[src/rtl/cga_vram_sched.sv]
// cga_vram_sched
//   Time-slot scheduler for the single-port CGA video SRAM. Each character
//   period is SLOTS clocks long. Slot 0 fetches the character byte and slot 1
//   fetches the attribute byte for the CRTC. The remaining slots serve one
//   host (ISA) read or write at a time.
//
//   Ports:
//     clk, reset              system clock and synchronous active-high reset
//     slot_sync               the next cycle is slot 0 of a new character period
//     pix_addr                character-byte address (the attribute byte follows it)
//     pix_char/pix_attr       latched pixel bytes
//     pix_valid/pix_snow      update pulse; pix_snow is set when a byte was forced to FF
//     cpu_req/we/addr/din     host request strobe and its operands
//     cpu_dout/busy/ack       host read data, busy flag, completion pulse
//     ram_a/dout/d_oe         SRAM address, write data and data-bus drive enable
//     ram_din                 SRAM read data (asynchronous SRAM)
//     ram_oe_l/ram_we_l       SRAM output and write enables (active low)
module cga_vram_sched #(
  parameter int SLOTS     = 8,
  parameter int PIX_SLOTS = 2,
  parameter int SNOW      = 0
) (
  input  logic        clk,
  input  logic        reset,
  input  logic        slot_sync,
  input  logic [18:0] pix_addr,
  output logic [7:0]  pix_char,
  output logic [7:0]  pix_attr,
  output logic        pix_valid,
  output logic        pix_snow,
  input  logic        cpu_req,
  input  logic        cpu_we,
  input  logic [18:0] cpu_addr,
  input  logic [7:0]  cpu_din,
  output logic [7:0]  cpu_dout,
  output logic        cpu_busy,
  output logic        cpu_ack,
  output logic [18:0] ram_a,
  output logic [7:0]  ram_dout,
  output logic        ram_d_oe,
  input  logic [7:0]  ram_din,
  output logic        ram_oe_l,
  output logic        ram_we_l
);

  localparam int SW = (SLOTS > 1) ? $clog2(SLOTS) : 1;
  localparam logic [SW-1:0] LAST_S  = SW'(SLOTS - 1);
  localparam logic [SW-1:0] PIX_S   = SW'(PIX_SLOTS);
  localparam logic [SW-1:0] WR_MAX  = SW'(SLOTS - 3);
  localparam logic [SW-1:0] CHAR_S  = '0;
  localparam logic [SW-1:0] ATTR_S  = SW'(1);
  localparam bit            SNOW_EN = (SNOW != 0);

  typedef enum logic [2:0] {
    ST_IDLE,
    ST_RD,
    ST_WR_SETUP,
    ST_WR_STROBE,
    ST_WR_HOLD
  } state_t;

  state_t        state_reg;
  logic [SW-1:0] slot_reg;
  logic [SW-1:0] slot_next;
  logic          busy_reg;
  logic          pend_we_reg;
  logic [18:0]   pend_addr_reg;
  logic [7:0]    pend_data_reg;
  logic          ack_reg;
  logic [7:0]    dout_reg;
  logic [7:0]    char_reg;
  logic [7:0]    attr_reg;
  logic          valid_reg;
  logic          snow_reg;
  logic          snow_char_reg;
  logic          host_state;
  logic          rd_ok;
  logic          wr_ok;

  // Start decisions look at the slot the first host cycle will occupy
  // (slot_next), so a write never spills into the next period's pixel slots.
  always_comb begin
    slot_next  = (slot_sync || slot_reg == LAST_S) ? '0 : slot_reg + SW'(1);
    host_state = (state_reg != ST_IDLE);
    rd_ok      = SNOW_EN || (slot_next >= PIX_S);
    wr_ok      = SNOW_EN || ((slot_next >= PIX_S) && (slot_next <= WR_MAX));
  end

  // The SRAM address follows the host op whenever a host state is active, even
  // in a pixel slot; the pixel byte fetched in that slot is replaced by FF.
  always_comb begin
    ram_a = pix_addr;
    if (host_state)
      ram_a = pend_addr_reg;
    else if (slot_reg == ATTR_S)
      ram_a = pix_addr + 19'd1;
  end

  // Strobes are decoded from the state register only, so they cannot glitch.
  assign ram_oe_l  = (state_reg == ST_WR_SETUP) || (state_reg == ST_WR_STROBE) ||
                     (state_reg == ST_WR_HOLD);
  assign ram_we_l  = (state_reg != ST_WR_STROBE);
  assign ram_d_oe  = (state_reg == ST_WR_STROBE) || (state_reg == ST_WR_HOLD);
  assign ram_dout  = pend_data_reg;
  assign pix_char  = char_reg;
  assign pix_attr  = attr_reg;
  assign pix_valid = valid_reg;
  assign pix_snow  = snow_reg;
  assign cpu_dout  = dout_reg;
  assign cpu_busy  = busy_reg;
  assign cpu_ack   = ack_reg;

  always_ff @(posedge clk) begin
    if (reset) begin
      state_reg     <= ST_IDLE;
      slot_reg      <= '0;
      busy_reg      <= 1'b0;
      pend_we_reg   <= 1'b0;
      pend_addr_reg <= '0;
      pend_data_reg <= '0;
      ack_reg       <= 1'b0;
      dout_reg      <= '0;
      char_reg      <= '0;
      attr_reg      <= '0;
      valid_reg     <= 1'b0;
      snow_reg      <= 1'b0;
      snow_char_reg <= 1'b0;
    end else begin
      slot_reg <= slot_next;
      ack_reg  <= 1'b0;

      // A request while busy is simply dropped.
      if (cpu_req && !busy_reg) begin
        busy_reg      <= 1'b1;
        pend_we_reg   <= cpu_we;
        pend_addr_reg <= cpu_addr;
        pend_data_reg <= cpu_din;
      end

      case (state_reg)
        ST_IDLE: begin
          if (busy_reg) begin
            if (pend_we_reg) begin
              if (wr_ok) state_reg <= ST_WR_SETUP;
            end else if (rd_ok) begin
              state_reg <= ST_RD;
            end
          end
        end
        ST_RD: begin
          dout_reg  <= ram_din;
          ack_reg   <= 1'b1;
          busy_reg  <= 1'b0;
          state_reg <= ST_IDLE;
        end
        ST_WR_SETUP:  state_reg <= ST_WR_STROBE;
        ST_WR_STROBE: state_reg <= ST_WR_HOLD;
        ST_WR_HOLD: begin
          ack_reg   <= 1'b1;
          busy_reg  <= 1'b0;
          state_reg <= ST_IDLE;
        end
        default: state_reg <= ST_IDLE;
      endcase

      // Pixel fetch: a slot taken by the host yields "snow" (FF).
      if (slot_reg == CHAR_S) begin
        char_reg      <= host_state ? 8'hFF : ram_din;
        snow_char_reg <= host_state;
      end
      if (slot_reg == ATTR_S)
        attr_reg <= host_state ? 8'hFF : ram_din;
      valid_reg <= (slot_reg == ATTR_S);
      snow_reg  <= (slot_reg == ATTR_S) && (snow_char_reg || host_state);
    end
  end

endmodule

[config.mk]
export PLATFORM = sky130hd
export DESIGN_NAME = cga_vram_sched
export DESIGN_NICKNAME = d
export VERILOG_FILES = /design/src/rtl/cga_vram_sched.sv
export SDC_FILE = /design/constraint.sdc
export NUM_CORES = 1
export LEC_CHECK = 0
export BUFFER_PORTS_ARGS = -buffer_cell sky130_fd_sc_hd__buf_2
export CORE_AREA = 2 2 87 89
export CTS_CLUSTER_DIAMETER = 150
export DETAILED_ROUTE_END_ITERATION = 7
export DIE_AREA = 0 0 89 91
export GPL_TIMING_DRIVEN = 1
export PLACE_DENSITY_LB_ADDON = 0.1
export SLEW_MARGIN = 10
export SYNTH_ARGS = -nofsm -noshare
export SYNTH_HDL_FRONTEND = slang
export SYNTH_SLANG_ARGS = --single-unit
[constraint.sdc]
create_clock -name clk -period 1.6 [get_ports clk]
set_input_delay 0.16 -clock clk [delete_from_list [all_inputs] [get_ports clk]]
set_output_delay 0.16 -clock clk [all_outputs]
set_load 0.005 [all_outputs]
==> metrics.log, run 1 <==
INFO  metric firstDrtPassIters = 4
INFO  metric root_buffer = sky130_fd_sc_hd__clkbuf_8
INFO  metric powerDensity = approximately 970 nW/µm²
INFO  metric drt_first_iter_violations = 105
INFO  metric slew_violations = 0
INFO  metric ctsHtreeMaxLevel = 3
INFO  metric period_needed = 1.972 ns
INFO  metric routability_driven_placement_congestion_ratio = 0.8460
INFO  metric area_growth_syn_to_layout = 39.42%
INFO  metric worst-endpoint-required = 1.44 ns
INFO  metric crit_type = flop to output pin
INFO  metric setup_viol = 19
INFO  metric post_synth_main_area_contributors = sky130_fd_sc_hd__dfxtp_1, sky130_fd_sc_hd__nand2_1, sky130_fd_sc_hd__a21oi_1, sky130_fd_sc_hd__nor2_1, sky130_fd_sc_hd__xor2_1
INFO  metric slowest_delay = 0.32 ns
INFO  metric ir_worst_vdd = 454.6 µV
INFO  metric vias = 2744
INFO  metric grt_setup_unrepaired = yes
INFO  metric synth_largest_type_area_fraction = 44.90%
INFO  metric grt_pass1_vias = 2480
INFO  metric numPlacedInstances = 568
INFO  metric max_slew.worst_pin.slew = 0.3936 ns
INFO  metric number_of_flops_mapped_to_enable_cells_by_yosys = 0
INFO  metric final_total_negative_setup_slack = -5.158 ns
INFO  metric post_synthesis_cell_type_with_the_largest_combined_area = sky130_fd_sc_hd__dfxtp_1
INFO  metric final_min_period_over_clock_period = 123.3%
INFO  metric routed_wire_length_per_instance = 12.36 µm
INFO  metric kind_of_cell_with_the_highest_combined_delay_on_the_critical_path = simple AND/OR/NAND/NOR gates
INFO  metric initial_util = 39.36%
INFO  metric grt-ovfl-total = 0
INFO  metric grt_start_max_net_pins = 29
INFO  metric clock_path_buffers = 2
INFO  metric cp_max_fo = 4
INFO  metric cp-start-kind = flop
INFO  metric yosysUniqueCellTypes = 33
INFO  metric drt.antenna.violating_nets = 0
INFO  metric crit_path_top_delay_cell = sky130_fd_sc_hd__dfxtp_2
INFO  metric leakage = 1.726 nW
INFO  metric fin_ws = -0.3722 ns
INFO  metric mappedNetlistArea = ~2800 µm²
INFO  metric cp_num_buf_inv = 2
INFO  metric die_extent_in_x = 89 µm
INFO  metric synth_top_flop_cell = sky130_fd_sc_hd__dfxtp_1
INFO  metric layout.cells.non_filler = 587
INFO  metric register_area_share_after_synthesis = 44.90%
INFO  metric antenna_violations_before_repair = 0
INFO  metric fmaxAchievable = 507.1 MHz
INFO  metric critPathCaptureType = output pin
INFO  metric maxSlewHeadroom = 73.76%
INFO  metric vias_per_cell = 4.675
INFO  metric synth-seq-cells = 63
INFO  metric die-height = 91 µm
INFO  metric die_outline_area = slightly above 8000 µm²
INFO  metric antenna_cells = 0
INFO  metric placement.io_buffers = 116
INFO  metric placement.setup.worst_slack = -0.2183 ns
INFO  metric cts.sinks = 63
INFO  metric syn-instance-count = about 350
INFO  metric route.final.wire_length = a little over 7000 µm
INFO  metric maxCapViolations = 0
INFO  metric synth-async-reset-ratio = 0%
INFO  metric coreArea = 7137 µm²
INFO  metric crit_path_cell_trace = inv_2 -> ha_4 -> nand4b_4 -> nor4_4 -> nand4_1 -> xor2_1 -> o21ai_2 -> buf_2
INFO  metric num-nets-final = between 500 and 600
INFO  metric floorplan.rows = 31
INFO  metric syn-num-nets = approximately 420
INFO  metric yosys_warnings = 0
INFO  metric largest_reg_flops = 19
INFO  metric hold_violations = 0
INFO  metric cts_buffers = 9
INFO  metric drt_drc_violations_left = 0
INFO  metric dp.final_hpwl = 5475 µm
INFO  metric critPathArrivalTime = about 1.8 ns
INFO  metric outcome = complete, but fails checks
INFO  metric globalRouteTotalUtil = ~18%
INFO  metric tritoncts = yes
INFO  metric grt_first_pass_wirelength = 11560 µm
INFO  metric worst_hold_path_type = input port to flop
INFO  metric clock_skew = 0.009641 ns
INFO  metric number_of_top_level_pins = about 120
INFO  metric worst_setup_hold_path_clk_slew = 0.07 ns
INFO  metric syn-mean-instance-area = 7.957 µm²
INFO  metric final_layout_size_suffix_gt1_share = a little over a third
INFO  metric worstSkewPairLatency = 0.33 ns
INFO  metric failed_checks = setup timing
## power breakdown
part           switching, mW  leakage (nW)  internal, mW
Clock                  0.637         0.113         0.928
Combinational          0.290          1.09         0.248
Sequential            0.0458         0.517          1.66
Total                  0.973          1.73          2.83
## logic make-up after synthesis
kind of cell	count (synthesis)	share of synthesized area, %
DFF	63	44.90
AOI/OAI and AO/OA	71	14.52
and+or+nand+nor	161	25.75
muxes	9	3.207
buffers and inverters	26	3.786
adders and majority gates	5	2.227
xor gates and xnor gates	18	5.613
## repair_timing
action / in CTS / in global routing
hold buffers: 0 / 0
buffers inserted: 1 / 2
gates cloned: 0 / 0
resized for setup: 21 / 9
endpoints found under the setup margin: 19 / 21
pin swaps: 12 / 8
## worst paths after layout
check / start / end / slack, ns / cells past startpoint
worst max register to register: slot_reg[0] / state_reg[0] / 0.12 / 7
worst max-delay path: slot_reg[1] / ram_a[14] / -0.37 / 8
worst min-delay path: slot_sync / slot_reg[0] / 0.03 / 2
worst min register to register: ram_dout[7] / ram_dout[7] / 0.45 / 2
## synthesized netlist by cell type, drive strengths merged (3+ instances only)
cell and instances:
mux2i 9, nand2b 4, a21oi 30, nor2b 5
inv 4, dfxtp 63, nand3 8, xor2 15
nand4 5, o21ai 21, nor2 42, xnor2 3
a211oi 17, ha 5, clkbuf 9, nor3 4
buf 13, nor4 3, nand2 82
## layout by cell type, fill, tap and decap left out, drive strengths merged, types with 3 or more instances in the layout
cell type / instances
nor3: 4
nand3: 8
o21ai: 21
ha: 5
xnor2: 3
a211oi: 17
nand2: 82
buf: 141
nand2b: 4
dfxtp: 63
nand4: 5
mux2i: 9
nor2: 42
clkbuf: 10
nor2b: 5
inv: 6
a21oi: 30
nor4: 3
xor2: 15
## per-stage QoR
stage	total power, mW	area (µm²)	hold slack (ns)	util (%)
after global placement	2.259	3590	0.3652	50.30
after floorplan	1.998	2809	0.2387	-
final	3.807	3916	0.02836	54.87
after global routing	4.017	3916	0.02507	54.87
after CTS	3.855	3866	0.006961	54.17
after detailed placement	2.267	3590	0.3659	50.30
## cell type report
cell class                      count  area [µm²]
Sequential cell                    63        1264
Clock inverter                      6       90.09
Multi-Input combinational cell    264        1514
Inverter                            4       15.01
Timing Repair Buffer              141       772.0
Clock buffer                       10       137.6
Tap cell                           99       123.9
Fill cell                         758        3221
## metal layers
layer  GRT usage [%]  share of wire (%)  vias up
met3           5.727                6.7        4
met4           5.224               0.72        0
li1                -                  -     1446
met1           24.73                 47     1207
met2           27.11                 46       87
met5               0                  0        -
## worst register-to-register path: cells and delay by family (launching register included)
kind / cells / cell delay (ns)
adders and majority gates: 2 / 0.50
AOI/OAI and AO/OA: 4 / 0.45
DFF: 1 / 0.33
buffers and inverters: 1 / 0.14
Power figures use the tool's default switching activity.
==> run 2: changes to the inputs <==
--- a/config.mk
+++ b/config.mk
@@ -6,7 +6,9 @@
 export NUM_CORES = 1
 export LEC_CHECK = 0
 export BUFFER_PORTS_ARGS = -buffer_cell sky130_fd_sc_hd__buf_2
+export CAP_MARGIN = 5
 export CORE_AREA = 2 2 87 89
+export CTS_BUF_LIST = sky130_fd_sc_hd__clkbuf_2
 export CTS_CLUSTER_DIAMETER = 150
 export DETAILED_ROUTE_END_ITERATION = 7
 export DIE_AREA = 0 0 89 91
==> metrics.log, run 2 (synthesis results as in run 1) <==
INFO  metric outcome = complete, but fails checks
INFO  metric failed_checks = setup timing
INFO  metric largest_reg_flops = 19
INFO  metric floorplan.rows = 31
INFO  metric timing.reg2reg.setup_slack = between 0.1 and 0.15 ns
INFO  metric cts_buffers = 9
INFO  metric hold_violations = 0
INFO  metric area_growth_syn_to_layout = 51.58%
INFO  metric vias_per_cell = 4.637
INFO  metric placement.io_buffers = 116
INFO  metric worstSkewPairLatency = 0.48 ns
INFO  metric grt_pass1_vias = roughly 2700
INFO  metric routed_wire_length_per_instance = roughly 12 µm
INFO  metric setup_viol = 19
INFO  metric maxCapViolations = 0
INFO  metric grt_start_max_net_pins = 29
INFO  metric p_seq_share = 49.4%
INFO  metric worst-endpoint-required = 1.44 ns
INFO  metric fmaxAchievable = 455.8 MHz
INFO  metric layout_common_cells = sky130_fd_sc_hd__buf_2, sky130_fd_sc_hd__nand2_1, sky130_fd_sc_hd__dfxtp_1, sky130_fd_sc_hd__nor2_1, sky130_fd_sc_hd__dlygate4sd3_1
INFO  metric clkPwrFrac = 32.8%
INFO  metric max_slew.worst_pin.slew = roughly 0.38 ns
INFO  metric grt_setup_unrepaired = yes
INFO  metric maxSlewHeadroom = between 70% and 80%
INFO  metric antenna_cells = 0
INFO  metric netsw = between 0.9 and 1 mW
INFO  metric power_frac_comb = roughly 18%
INFO  metric die_extent_in_x = about 89 µm
INFO  metric worst_hold_start = reset
INFO  metric n_fill_cell = approximately 700
INFO  metric crit-reg2reg-launch = slot_reg[0]
INFO  metric powerDensity = 811.5 nW/µm²
INFO  metric initial_util = 39.36%
INFO  metric drt_first_iter_violations = 109
INFO  metric critPathArrivalTime = 2.03 ns
INFO  metric final_min_period_over_clock_period = 137.1%
INFO  metric post-layout-total-power = 3.455 mW
INFO  metric r2r_cells = 7
INFO  metric cp_max_fo = 4
INFO  metric final_total_negative_setup_slack = -8.697 ns
INFO  metric grt_first_pass_wirelength = between 10000 and 15000 µm
INFO  metric fin_ws = -0.5940 ns
INFO  metric slew_violations = 0
INFO  metric die_outline_area = approximately 8100 µm²
INFO  metric dp.final_hpwl = 5475 µm
INFO  metric critPathCaptureType = output pin
INFO  metric clock_path_buffers = 2
INFO  metric reg2reg_to = state_reg[0]
INFO  metric globalRouteTotalUtil = 19.15%
INFO  metric die-height = roughly 91 µm
INFO  metric mostFrequentLayoutCell = sky130_fd_sc_hd__buf_2
INFO  metric firstDrtPassIters = 4
INFO  metric clock_skew = between 0.02 and 0.03 ns
INFO  metric final_layout_size_suffix_gt1_share = 34.72%
INFO  metric period_needed = roughly 2.2 ns
INFO  metric cts.sinks = 63
INFO  metric tritoncts = yes
INFO  metric drt_drc_violations_left = 0
INFO  metric routability_driven_placement_congestion_ratio = 0.8460
INFO  metric root_buffer = sky130_fd_sc_hd__clkbuf_2
INFO  metric power_report.internal_total = 2.492 mW
INFO  metric min_to = cpu_ack
INFO  metric ir_worst_vdd = about 470 µV
INFO  metric worst_setup_hold_path_clk_slew = 0.18 ns
INFO  metric number_of_top_level_pins = between 100 and 150
INFO  metric grt-ovfl-total = 0
INFO  metric ctsHtreeMaxLevel = 3
INFO  metric vias = between 2000 and 3000
INFO  metric cp-start-kind = flop
INFO  metric hold-path-cell-count = 2
INFO  metric num-nets-final = 586
INFO  metric worst_hold_path_type = input port to flop
INFO  metric route.final.wire_length = 7713 µm
INFO  metric antenna_violations_before_repair = 0
INFO  metric crit_type = flop to output pin
INFO  metric leakage = 1.873 nW
INFO  metric power.switching_fraction = around 28%
INFO  metric drt.antenna.violating_nets = 0
INFO  metric coreArea = 7137 µm²
run 2: cell types whose count changed in the layout (fill, tap and decap cells not counted), sizes merged:
cell	before	now
buf	141	142
dlygate4sd3	0	38
clkbuf	10	9
clkinv	1	2
run 2: layout make-up:
cell class                      instances  area (µm²)  area share, %
Multi-Input combinational cell        264        1548          36.35
Clock inverter                          7       93.84          2.204
Sequential cell                        63        1265          29.71
Tap cell                               99       123.9          2.909
Clock buffer                            9       45.04          1.058
Inverter                                4       15.01         0.3526
Timing Repair Buffer                  180        1167          27.42
run 2: how the worst max path moves through the flow:
stage                 to  cells past startpoint   startpoint  slack, ns
2_1_floorplan  ram_a[14]                      6  slot_reg[0]      0.008
3_3_place_gp   ram_a[14]                      8  slot_reg[1]      -0.14
3_5_place_dp   ram_a[14]                      8  slot_reg[1]      -0.22
4_1_cts        ram_a[16]                      9  slot_reg[1]      -0.60
5_1_grt        ram_a[18]                      9  slot_reg[1]      -0.79
6_report       ram_a[16]                      9  slot_reg[1]      -0.59
run 2: power by group through the flow:
stage               registers [mW]  clock network, mW  logic [mW]
floorplan                     1.74                  0       0.259
global placement              1.73                  0       0.524
detailed placement            1.74                  0       0.528
CTS                           1.71               1.17       0.611
global route                  1.72               1.25       0.689
finish                        1.71               1.13       0.616
run 2: critical path, stage by stage (launching register included):
cell and delay (ns):
sky130_fd_sc_hd__dfxtp_2 0.36, sky130_fd_sc_hd__inv_2 0.07, sky130_fd_sc_hd__ha_4 0.14, sky130_fd_sc_hd__nand4b_4 0.14
sky130_fd_sc_hd__nor4_4 0.19, sky130_fd_sc_hd__buf_4 0.18, sky130_fd_sc_hd__nand3_2 0.07, sky130_fd_sc_hd__xor2_1 0.14
sky130_fd_sc_hd__o21ai_1 0.13, sky130_fd_sc_hd__buf_2 0.13
run 2: layer usage:
layer	share of wire, %	up-vias	wire [µm]	GRT usage (%)
met5	0	-	0	0
li1	-	1529	-	-
met4	1.2	0	95	7.587
met3	5.1	10	397	3.909
met2	47	71	3601	29.42
met1	47	1293	3619	26.09
run 2: what timing repair did:
action	4_1_cts	5_1_grt
gates resized for setup	21	21
pin swaps	11	4
endpoints found under the hold margin	42	0
setup buffers	2	3
cloned	0	0
setup endpoints to repair	21	23
hold buffers	38	0
run 2: per-stage QoR:
| step | setup WS [ns] | util (%) | area, µm² | hold slack, ns | instances |
|---|---|---|---|---|---|
| floorplan | 0.008465 | - | 2809 | 0.2387 | 353 |
| global placement | -0.1374 | 50.30 | 3590 | 0.3652 | 568 |
| detailed placement | -0.2183 | 50.30 | 3590 | 0.3659 | 568 |
| CTS | -0.5979 | 58.68 | 4188 | 0.04155 | 624 |
| global route | -0.7943 | 59.66 | 4258 | 0.06457 | 626 |
| finish | -0.5940 | 59.66 | 4258 | 0.07177 | 626 |
==> run 3: changes to the inputs <==
--- a/config.mk
+++ b/config.mk
@@ -7,13 +7,16 @@
 export LEC_CHECK = 0
 export BUFFER_PORTS_ARGS = -buffer_cell sky130_fd_sc_hd__buf_2
 export CAP_MARGIN = 5
-export CORE_AREA = 2 2 87 89
+export CELL_PAD_IN_SITES_DETAIL_PLACEMENT = 1
+export CELL_PAD_IN_SITES_GLOBAL_PLACEMENT = 1
+export CORE_AREA = 2 2 99 101
 export CTS_BUF_LIST = sky130_fd_sc_hd__clkbuf_2
 export CTS_CLUSTER_DIAMETER = 150
 export DETAILED_ROUTE_END_ITERATION = 7
-export DIE_AREA = 0 0 89 91
+export DIE_AREA = 0 0 101 103
 export GPL_TIMING_DRIVEN = 1
 export PLACE_DENSITY_LB_ADDON = 0.1
+export SETUP_SLACK_MARGIN = 0.5
 export SLEW_MARGIN = 10
 export SYNTH_ARGS = -nofsm -noshare
 export SYNTH_HDL_FRONTEND = slang
==> metrics.log, run 3 (synthesis results as in run 1) <==
INFO  metric outcome = complete, but fails checks
INFO  metric failed_checks = setup timing
INFO  metric final_total_negative_setup_slack = -10.01 ns
INFO  metric max_slew.worst_pin.slew = 0.5207 ns
INFO  metric hold_violations = 0
INFO  metric placement.setup.worst_slack = -0.07188 ns
INFO  metric maxSlewHeadroom = 65.29%
INFO  metric grt_setup_unrepaired = yes
INFO  metric globalRouteTotalUtil = between 10% and 20%
INFO  metric drt.antenna.violating_nets = 0
INFO  metric critPathCaptureType = output pin
INFO  metric crit-reg2reg-launch = slot_reg[1]
INFO  metric route.final.wire_length = 10540 µm
INFO  metric detailroute.wirelength.met2 = 5549 µm
INFO  metric critPathArrivalTime = about 2 ns
INFO  metric powerDensity = 761.8 nW/µm²
INFO  metric final_min_period_over_clock_period = 137.8%
INFO  metric die_outline_area = 10400 µm²
INFO  metric grt_start_max_net_pins = 29
INFO  metric cp-start-kind = flop
INFO  metric hold-path-cell-count = 2
INFO  metric tritoncts = yes
INFO  metric cts_buffers = 9
INFO  metric leakage = 2.314 nW
INFO  metric route.layer.met1.wl = between 4000 and 5000 µm
INFO  metric detailed_place.area = ~3800 µm²
INFO  metric drt_first_iter_violations = 90
INFO  metric routability_driven_placement_congestion_ratio = 0.8134
INFO  metric n_fill_cell = 1079
INFO  metric fin_ws = -0.6049 ns
INFO  metric num-nets-final = 611
INFO  metric final_layout_size_suffix_gt1_share = 60.33%
INFO  metric maxCapViolations = 0
INFO  metric fmaxAchievable = ~450 MHz
INFO  metric die-height = 103 µm
INFO  metric area_growth_syn_to_layout = 90.02%
INFO  metric grt-ovfl-total = 0
INFO  metric coreArea = 9459 µm²
INFO  metric slew_violations = 0
INFO  metric crit_path_top_delay_cell = sky130_fd_sc_hd__dfxtp_2
INFO  metric worstSkewPairLatency = 0.49 ns
INFO  metric r2r_cells = 9
INFO  metric floorplan.rows = 36
INFO  metric grt_first_pass_wirelength = 15170 µm
INFO  metric numPlacedInstances = about 600
INFO  metric vias_per_cell = 4.754
INFO  metric number_of_top_level_pins = ~120
INFO  metric crit_path_cell_trace = inv_2 -> ha_4 -> nand4b_4 -> nor4_4 -> nand4_1 -> xor2_1 -> o21ai_2 -> buf_2
INFO  metric initial_util = between 20 and 30%
INFO  metric largest_reg_flops = 19
INFO  metric vias = 3166
INFO  metric die_extent_in_x = 101 µm
INFO  metric worst_setup_hold_path_clk_slew = 0.21 ns
INFO  metric placement.io_buffers = 116
INFO  metric layout.cells.non_filler = between 600 and 700
INFO  metric min_to = cpu_dout[6]
INFO  metric mostFrequentLayoutCell = sky130_fd_sc_hd__buf_2
INFO  metric kind_of_cell_with_the_highest_combined_delay_on_the_critical_path = simple AND/OR/NAND/NOR gates
INFO  metric hold_slack = ~0.11 ns
INFO  metric period_needed = 2.205 ns
INFO  metric layout_common_cells = sky130_fd_sc_hd__buf_2, sky130_fd_sc_hd__nand2_1, sky130_fd_sc_hd__dfxtp_2, sky130_fd_sc_hd__dlygate4sd3_1, sky130_fd_sc_hd__buf_4
INFO  metric clock_skew = ~0.033 ns
INFO  metric post-layout-total-power = 4.066 mW
INFO  metric utilization = between 50% and 60%
INFO  metric drt_drc_violations_left = 0
INFO  metric antenna_cells = 0
INFO  metric setup_viol = 21
INFO  metric reg2reg_to = state_reg[0]
INFO  metric routed-wl-met3 = 375 µm
INFO  metric ir_worst_vdd = between 400 and 500 µV
INFO  metric multi_input_area = 2054 µm²
INFO  metric firstDrtPassIters = 4
INFO  metric slowest_delay = 0.37 ns
INFO  metric seqCellArea = 1313 µm²
INFO  metric antenna_violations_before_repair = 0
INFO  metric worst-endpoint-required = 1.44 ns
INFO  metric dp.final_hpwl = 6497 µm
INFO  metric cp_max_fo = 4
INFO  metric top_layer = met4
INFO  metric grt_pass1_vias = 3108
INFO  metric timing.reg2reg.setup_slack = roughly 0.020 ns
INFO  metric cts.sinks = 63
INFO  metric cp_num_buf_inv = 2
INFO  metric worst_hold_path_type = input port to flop
INFO  metric fin_area = 5338 µm²
INFO  metric root_buffer = sky130_fd_sc_hd__clkbuf_2
INFO  metric ctsHtreeMaxLevel = 3
INFO  metric crit_type = flop to output pin
INFO  metric clock_path_buffers = 2
INFO  metric routed_wire_length_per_instance = 15.83 µm
INFO  metric worst_hold_start = reset
## run 3: changes by cell type in the layout (fill, tap and decap cells not counted), moves of 26 or more
cell	change
sky130_fd_sc_hd__a21oi_1	-27
sky130_fd_sc_hd__nand2_4	+27
sky130_fd_sc_hd__nand2_1	-26
sky130_fd_sc_hd__dfxtp_1	-36
sky130_fd_sc_hd__a21oi_2	+26
sky130_fd_sc_hd__dfxtp_2	+35
## run 3: what timing repair did
item / 4_1_cts / 5_1_grt
gates cloned: 2 / 3
hold buffers: 38 / 0
hold endpoints to repair: 56 / 0
resized for setup: 72 / 117
setup buffers: 12 / 10
pin swaps: 17 / 60
setup endpoints to repair: 111 / 119
## run 3: cell type report
cell class / count / area share (%)
timing repair buffer: 205 / 30.73
multi-input combinational: 264 / 38.49
clock inverter: 7 / 2.391
clock buffer: 9 / 0.8439
sequential: 63 / 24.59
inverter: 4 / 0.2813
tap: 114 / 2.672
## run 3: worst max path at each step
stage               slack (ns)  depth (start not counted)         from   endpoint
finish                   -0.60                          8  slot_reg[1]  ram_a[14]
global route             -0.73                          8  slot_reg[1]  ram_a[14]
CTS                      -0.64                          8  slot_reg[1]  ram_a[14]
detailed placement       -0.07                          8  slot_reg[1]  ram_a[14]
global placement         -0.04                          8  slot_reg[1]  ram_a[14]
floorplan                 0.14                          7  slot_reg[1]  ram_a[14]
## run 3: report_power, final
group          total, mW  switching [mW]  internal, mW
Sequential          1.73          0.0574          1.67
Clock               1.37           0.674         0.696
Combinational      0.967           0.459         0.508
Total               4.07            1.19          2.88
## run 3: metal layers
metal | up-vias | global-route usage (%)
met2 | 72 | 32.41
li1 | 1581 | -
met4 | 0 | 3.742
met3 | 5 | 3.458
met5 | - | 0
met1 | 1508 | 23.69
